--- config.mk ---
export PLATFORM = sky130hd
export DESIGN_NAME = wb_buffer_flat
export DESIGN_NICKNAME = d
export VERILOG_FILES = /design/src/rtl/wb_buffer_pkg.sv /design/src/rtl/wb_buffer_if.sv /design/src/rtl/wb_bypass_lookup.sv /design/src/rtl/wb_buffer.sv /design/src/flat_wrapper.sv
export SDC_FILE = /design/constraint.sdc
export NUM_CORES = 1
export LEC_CHECK = 0
export CORE_MARGIN = 2
export CORE_UTILIZATION = 30
export CTS_CLUSTER_SIZE = 40
export DETAILED_ROUTE_END_ITERATION = 16
export PLACE_DENSITY_LB_ADDON = 0.15
export SLEW_MARGIN = 20
export SYNTH_ARGS = -nofsm -noshare
export SYNTH_HDL_FRONTEND = slang
export SYNTH_SLANG_ARGS = --single-unit
--- constraint.sdc ---
create_clock -name clk -period 10.9 [get_ports clk]
set_input_delay 1.09 -clock clk [delete_from_list [all_inputs] [get_ports clk]]
set_output_delay 1.09 -clock clk [all_outputs]
set_load 0.02 [all_outputs]
--- src/rtl/wb_buffer_pkg.sv ---
// Shared writeback-buffer definitions. The decode-stage bypass uses the same
// entry layout.
package wb_buffer_pkg;
    localparam int XLEN     = 32;
    localparam int AW       = 5;
    localparam int NUM_RD   = 4;
    localparam int ZERO_REG = 0;

    typedef struct packed {
        logic [AW-1:0]   rd;
        logic [XLEN-1:0] data;
    } wb_entry_t;
endpackage

--- src/rtl/wb_buffer_if.sv ---
// Bus between the pipeline result lanes, the register file write and read
// ports, and the writeback buffer.
interface wb_buffer_if
    import wb_buffer_pkg::*;
#(
    parameter int XLEN = wb_buffer_pkg::XLEN,
    parameter int AW   = wb_buffer_pkg::AW
);
    logic                   in0_valid;
    logic [AW-1:0]          in0_rd;
    logic [XLEN-1:0]        in0_data;
    logic                   in1_valid;
    logic [AW-1:0]          in1_rd;
    logic [XLEN-1:0]        in1_data;
    logic                   in_ready;
    logic                   wb_hold;
    logic                   we1;
    logic [AW-1:0]          waddr1;
    logic [XLEN-1:0]        wdata1;
    logic                   we2;
    logic [AW-1:0]          waddr2;
    logic [XLEN-1:0]        wdata2;
    logic [NUM_RD*AW-1:0]   raddr;
    logic [NUM_RD-1:0]      byp_hit;
    logic [NUM_RD*XLEN-1:0] byp_data;

    modport master (
        output in0_valid, in0_rd, in0_data, in1_valid, in1_rd, in1_data,
        output wb_hold, raddr,
        input  in_ready, we1, waddr1, wdata1, we2, waddr2, wdata2,
        input  byp_hit, byp_data
    );

    modport slave (
        input  in0_valid, in0_rd, in0_data, in1_valid, in1_rd, in1_data,
        input  wb_hold, raddr,
        output in_ready, we1, waddr1, wdata1, we2, waddr2, wdata2,
        output byp_hit, byp_data
    );
endinterface

--- src/rtl/wb_bypass_lookup.sv ---
// Newest-wins search of the buffered entries for one read address.
// Scans from the head (oldest) so the last match found is the youngest.
module wb_bypass_lookup
    import wb_buffer_pkg::*;
#(
    parameter int DEPTH = 4,
    parameter int XLEN  = wb_buffer_pkg::XLEN,
    parameter int AW    = wb_buffer_pkg::AW,
    parameter int PW    = $clog2(DEPTH)
) (
    input  logic [DEPTH-1:0]           occ,
    input  logic [DEPTH-1:0][AW-1:0]   rd_q,
    input  logic [DEPTH-1:0][XLEN-1:0] data_q,
    input  logic [PW-1:0]              head,
    input  logic [AW-1:0]              raddr,
    output logic                       hit,
    output logic [XLEN-1:0]            data
);
    logic [PW-1:0] idx;

    always_comb begin
        hit  = 1'b0;
        data = '0;
        idx  = '0;
        for (int i = 0; i < DEPTH; i++) begin
            idx = head + PW'(i);
            if (occ[idx] && (rd_q[idx] == raddr) && (raddr != AW'(ZERO_REG))) begin
                hit  = 1'b1;
                data = data_q[idx];
            end
        end
    end
endmodule

--- src/rtl/wb_buffer.sv ---
// Dual-lane in-order writeback FIFO feeding the 2-write register file, with
// same-address pair squashing and a four-port newest-wins bypass.
module wb_buffer
    import wb_buffer_pkg::*;
#(
    parameter int DEPTH = 4,
    parameter int XLEN  = wb_buffer_pkg::XLEN,
    parameter int AW    = wb_buffer_pkg::AW
) (
    input  logic      clk,
    input  logic      rst,
    wb_buffer_if.slave bus
);
    localparam int PW = $clog2(DEPTH);
    localparam int CW = PW + 1;

    logic [DEPTH-1:0][AW-1:0]   rd_q;
    logic [DEPTH-1:0][XLEN-1:0] data_q;
    logic [PW-1:0]              wptr, rptr, wptr1, rptr1;
    logic [CW-1:0]              count;
    logic [DEPTH-1:0]           occ;
    logic                       push0, push1, drain_en, pop1, pop2, collide;
    logic [1:0]                 npush, npop;

    assign bus.in_ready = !rst && (count <= CW'(DEPTH - 2));

    // x0 results are acknowledged but never stored.
    assign push0 = bus.in_ready && bus.in0_valid && (bus.in0_rd != AW'(ZERO_REG));
    assign push1 = bus.in_ready && bus.in1_valid && (bus.in1_rd != AW'(ZERO_REG));
    assign npush = {1'b0, push0} + {1'b0, push1};

    assign wptr1 = wptr + PW'(1);
    assign rptr1 = rptr + PW'(1);

    // Gating on rst keeps the register file from capturing entries being discarded.
    assign drain_en = !bus.wb_hold && !rst;
    assign pop1     = drain_en && (count >= CW'(1));
    assign pop2     = drain_en && (count >= CW'(2));
    assign collide  = pop2 && (rd_q[rptr] == rd_q[rptr1]);
    assign npop     = {1'b0, pop1} + {1'b0, pop2};

    assign bus.we1    = pop1 && !collide;
    assign bus.waddr1 = (count >= CW'(1)) ? rd_q[rptr]   : '0;
    assign bus.wdata1 = (count >= CW'(1)) ? data_q[rptr] : '0;
    assign bus.we2    = pop2;
    assign bus.waddr2 = (count >= CW'(2)) ? rd_q[rptr1]   : '0;
    assign bus.wdata2 = (count >= CW'(2)) ? data_q[rptr1] : '0;

    for (genvar j = 0; j < DEPTH; j++) begin : g_occ
        logic [PW-1:0] age;
        assign age    = PW'(j) - rptr;
        assign occ[j] = {1'b0, age} < count;
    end

    // Entry storage is left uninitialised; occupancy alone qualifies it.
    always_ff @(posedge clk) begin
        if (push0) begin
            rd_q[wptr]   <= bus.in0_rd;
            data_q[wptr] <= bus.in0_data;
        end
        if (push1) begin
            if (push0) begin
                rd_q[wptr1]   <= bus.in1_rd;
                data_q[wptr1] <= bus.in1_data;
            end else begin
                rd_q[wptr]   <= bus.in1_rd;
                data_q[wptr] <= bus.in1_data;
            end
        end
    end

    always_ff @(posedge clk) begin
        if (rst) begin
            wptr  <= '0;
            rptr  <= '0;
            count <= '0;
        end else begin
            wptr  <= wptr + PW'(npush);
            rptr  <= rptr + PW'(npop);
            count <= count + CW'(npush) - CW'(npop);
        end
    end

    for (genvar k = 0; k < NUM_RD; k++) begin : g_byp
        wb_bypass_lookup #(.DEPTH(DEPTH), .XLEN(XLEN), .AW(AW)) u_lookup (
            .occ    (occ),
            .rd_q   (rd_q),
            .data_q (data_q),
            .head   (rptr),
            .raddr  (bus.raddr[k*AW +: AW]),
            .hit    (bus.byp_hit[k]),
            .data   (bus.byp_data[k*XLEN +: XLEN])
        );
    end
endmodule

--- src/flat_wrapper.sv ---
// flat-port wrapper written by rule: the top's interface ports become plain ports
module wb_buffer_flat import wb_buffer_pkg::*;
#(
    parameter int DEPTH = 4,
    parameter int XLEN  = wb_buffer_pkg::XLEN,
    parameter int AW    = wb_buffer_pkg::AW
)
  (clk, rst, bus_in0_valid, bus_in0_rd, bus_in0_data, bus_in1_valid, bus_in1_rd, bus_in1_data, bus_wb_hold, bus_raddr, bus_in_ready, bus_we1, bus_waddr1, bus_wdata1, bus_we2, bus_waddr2, bus_wdata2, bus_byp_hit, bus_byp_data);
  wb_buffer_if #(.XLEN(XLEN), .AW(AW)) bus_i ();
  input  logic clk;
  input  logic rst;
  input wire logic [$bits(bus_i.in0_valid)-1:0] bus_in0_valid;
  input wire logic [$bits(bus_i.in0_rd)-1:0] bus_in0_rd;
  input wire logic [$bits(bus_i.in0_data)-1:0] bus_in0_data;
  input wire logic [$bits(bus_i.in1_valid)-1:0] bus_in1_valid;
  input wire logic [$bits(bus_i.in1_rd)-1:0] bus_in1_rd;
  input wire logic [$bits(bus_i.in1_data)-1:0] bus_in1_data;
  input wire logic [$bits(bus_i.wb_hold)-1:0] bus_wb_hold;
  input wire logic [$bits(bus_i.raddr)-1:0] bus_raddr;
  output wire logic [$bits(bus_i.in_ready)-1:0] bus_in_ready;
  output wire logic [$bits(bus_i.we1)-1:0] bus_we1;
  output wire logic [$bits(bus_i.waddr1)-1:0] bus_waddr1;
  output wire logic [$bits(bus_i.wdata1)-1:0] bus_wdata1;
  output wire logic [$bits(bus_i.we2)-1:0] bus_we2;
  output wire logic [$bits(bus_i.waddr2)-1:0] bus_waddr2;
  output wire logic [$bits(bus_i.wdata2)-1:0] bus_wdata2;
  output wire logic [$bits(bus_i.byp_hit)-1:0] bus_byp_hit;
  output wire logic [$bits(bus_i.byp_data)-1:0] bus_byp_data;
  assign bus_i.in0_valid = bus_in0_valid;
  assign bus_i.in0_rd = bus_in0_rd;
  assign bus_i.in0_data = bus_in0_data;
  assign bus_i.in1_valid = bus_in1_valid;
  assign bus_i.in1_rd = bus_in1_rd;
  assign bus_i.in1_data = bus_in1_data;
  assign bus_i.wb_hold = bus_wb_hold;
  assign bus_i.raddr = bus_raddr;
  assign bus_in_ready = bus_i.in_ready;
  assign bus_we1 = bus_i.we1;
  assign bus_waddr1 = bus_i.waddr1;
  assign bus_wdata1 = bus_i.wdata1;
  assign bus_we2 = bus_i.we2;
  assign bus_waddr2 = bus_i.waddr2;
  assign bus_wdata2 = bus_i.wdata2;
  assign bus_byp_hit = bus_i.byp_hit;
  assign bus_byp_data = bus_i.byp_data;
  wb_buffer #(.DEPTH(DEPTH), .XLEN(XLEN), .AW(AW)) u_core (.clk(clk), .rst(rst), .bus(bus_i));
endmodule
==> results.ini <==
[logic_synthesis]
yosys.area.top_type=dfxtp_1
synth_fp_nets=2337
yosys_most_used_dff=dfxtp_1
synth.avg_cell_area_um2=7.66
netlist-cell-type-count=67
ys_seq_elements=155
synth_top_area_share_pct=18.2
ys_seq_area_share_pct=18.2
synth_edf_count=0
yosysMostFrequentCell=nor2_1
ys_warn_count=0
synth.cell_area_um2=17000
synth_common_cells=300 x nor2_1, 240 x mux2i_1, 163 x nand2_1
synthesis.instances=2226
synth_area_leaders=dfxtp_1 18%, mux2i_1 14%, nor2_1 6.6%
ys_async_sr_fraction_pct=0

[worst_setup_path]
worstPathCellList=buf_4 > mux2i_1 > xnor2_1 > o21ai_0 > o32a_1 > or4_2 > and2_2 > a221oi_2 > clkdlybuf4s50_1
slowest_stage=or4_2
arrival_ns=6.20
endpoint_kind=output pin
cp-start-kind=register
slowest_delay_ns=1.04
required_ns=9.81
crit_fanout=68
setup.worst_path.class=register to output pin
rr_worst_depth=8

[die]
coreArea_um2=56300
dieHeight_um=242
io_pins=308
num_rows=87
dieArea_um2=58700
die_width_um=242
initial_core_util_pct=30.3

[cts]
h-tree-depth=4
cts.clk_slew.worst_paths_ns=0.07
cts_resized=0
clock_sinks=155
post_cts_buffers=0
cts_made_buffers=17
cts_hold_buf=0
clock_path_buffers=2
cts_tree=yes
cts_root_buf=clkbuf_16
clock_insertion_delay_worst_skew_ns=0.46

[placement]
gp_congestion=0.962
pre_cts_slack_ns=4.15
portBuffers=307
dp_cells=3085
place_area_um2=20500
dp_hpwl_um=58400

[drt]
first_pass_iters=6
viasPerCell=6.34
vias=19800
ant_nets=0
drt_iter0_markers=2002
routed_wl_um=89800
wl_per_cell_um=28.8
drc=0

[timing]
fin_crit_ns=7.29
slew_headroom_pct=24.8
fin_ws_ns=3.61
fin_crit_sh_pct=66.8
drv_slew=0
finalSetupViolations=0
hold_viol=0
tightestPinTransition_ns=1.13
max_freq_mhz=137
setup-tns-final_ns=0
rsz0062_at_grt=no
fin_skew_ns=0.0104

[power]
leakage_nw=8.04
netSwitchingPower_w=0.00394
combinationalPowerShare_pct=73.6
powerDensity_nw_per_um2=335
vdd_ir_drop_max_mv=0.159
clkPwrFrac_pct=8.9
seqPwrFrac_pct=17.5
internal-power_w=0.00314
sw_frac_of_total_pct=55.6

[global_routing]
track_usage_pct=29.3
grt_pass1_vias=19200
grt_pass1_wl_um=131000
overflow=0
grt_max_degree=154
antenna_found_initial=9

[cells_and_area]
syn_to_final_growth_pct=23.8
instances_no_fill=3121
final_nets=2459
final_core_util_pct=37.5
drive_gt1_share_pct=10.8
final_cell_area_um2=21100

[min_path]
hp-class=register to register
whs_path_depth=2

[status]
status=complete, no violations

[run]
max-cap-violations=0

routing by layer:
layer | GRT usage, % | share of wire (%) | wire [µm] | vias up
li1 | - | - | - | 8690
met1 | 38.2 | 42 | 38100 | 9676
met2 | 47.5 | 45 | 40800 | 1205
met3 | 5.75 | 8.3 | 7420 | 207
met4 | 11.2 | 3.7 | 3350 | 8
met5 | 0 | 0.061 | 55 | -
cells in the final DEF, fill, tap and decap left out, drive strengths merged, types with 4 or more instances in the layout:
| cell | instances |
|---|---|
| a211oi | 16 |
| a211o | 4 |
| xnor2 | 67 |
| o211ai | 5 |
| nand3 | 6 |
| nand2b | 5 |
| a31oi | 13 |
| mux2i | 246 |
| xor2 | 18 |
| or4 | 5 |
| nand4 | 5 |
| nor4 | 6 |
| diode | 4 |
| o21ai | 87 |
| and2 | 6 |
| nand2 | 163 |
| ha | 10 |
| nor3 | 30 |
| or3 | 8 |
| mux2 | 72 |
| or2 | 4 |
| nor2 | 301 |
| o31ai | 5 |
| o221ai | 64 |
| buf | 44 |
| inv | 19 |
| o21a | 32 |
| o22ai | 151 |
| clkdlybuf4s50 | 307 |
| a221oi | 59 |
| nor2b | 21 |
| a22o | 65 |
| mux4 | 13 |
| a21oi | 141 |
| a2111oi | 5 |
| a22oi | 149 |
| clkbuf | 24 |
| dfxtp | 155 |
through the flow:
step | total power (W) | hold slack (ns)
6_report | 0.00708 | 0.602
3_3_place_gp | 0.00627 | 0.563
2_1_floorplan | 0.00441 | 0.541
5_1_grt | 0.00747 | 0.626
3_5_place_dp | 0.00632 | 0.587
4_1_cts | 0.00697 | 0.602
sequential cells by signal, indices dropped and copies added (netlist names):
signal,count
u_core.wptr,2
u_core.rd_q,20
u_core.data_q,128
u_core.count,3
u_core.rptr,2
area by class of cell:
cell class	count	area (µm²)
Sequential cell	155	3110
Antenna cell	4	10.0
Clock inverter	8	81.3
Tap cell	756	946
Multi-Input combinational cell	1806	13000
Fill cell	5749	35200
Inverter	17	66.3
Timing Repair Buffer	351	3420
Clock buffer	24	512
power groups by stage:
stage / logic [W] / clock network, W / registers, W
2_1_floorplan: 0.00334 / 0 / 0.00107
3_3_place_gp: 0.00505 / 0 / 0.00121
3_5_place_dp: 0.00508 / 0 / 0.00124
4_1_cts: 0.00511 / 0.000632 / 0.00122
5_1_grt: 0.00553 / 0.000655 / 0.00128
6_report: 0.00521 / 0.000627 / 0.00124
path summary, 6_finish.rpt:
kind / to / startpoint / slack [ns]
max: bus_byp_data[27] / u_core.rptr[1] / 3.61
min: u_core.data_q[89] / u_core.data_q[89] / 0.60
max reg2reg: u_core.data_q[29] / u_core.count[2] / 7.15
min reg2reg: u_core.data_q[89] / u_core.data_q[89] / 0.60
worst max-delay path: cells and delay by family (launching register included):
family	cells	cell delay, ns
compound gates	3	0.87
xor+xnor	1	0.16
buf+inv	2	1.59
flops	1	0.78
mux	1	0.51
simple gates	2	1.77
kinds of logic after synthesis:
kind of cell,share of synthesized area [%]
xor+xnor,4.37
simple gates,14.2
flops,18.2
buf+inv,7.00
compound gates,34.1
fa+ha+maj,0.969
mux,21.2
Note: power is estimated with default switching activity, not from simulation.
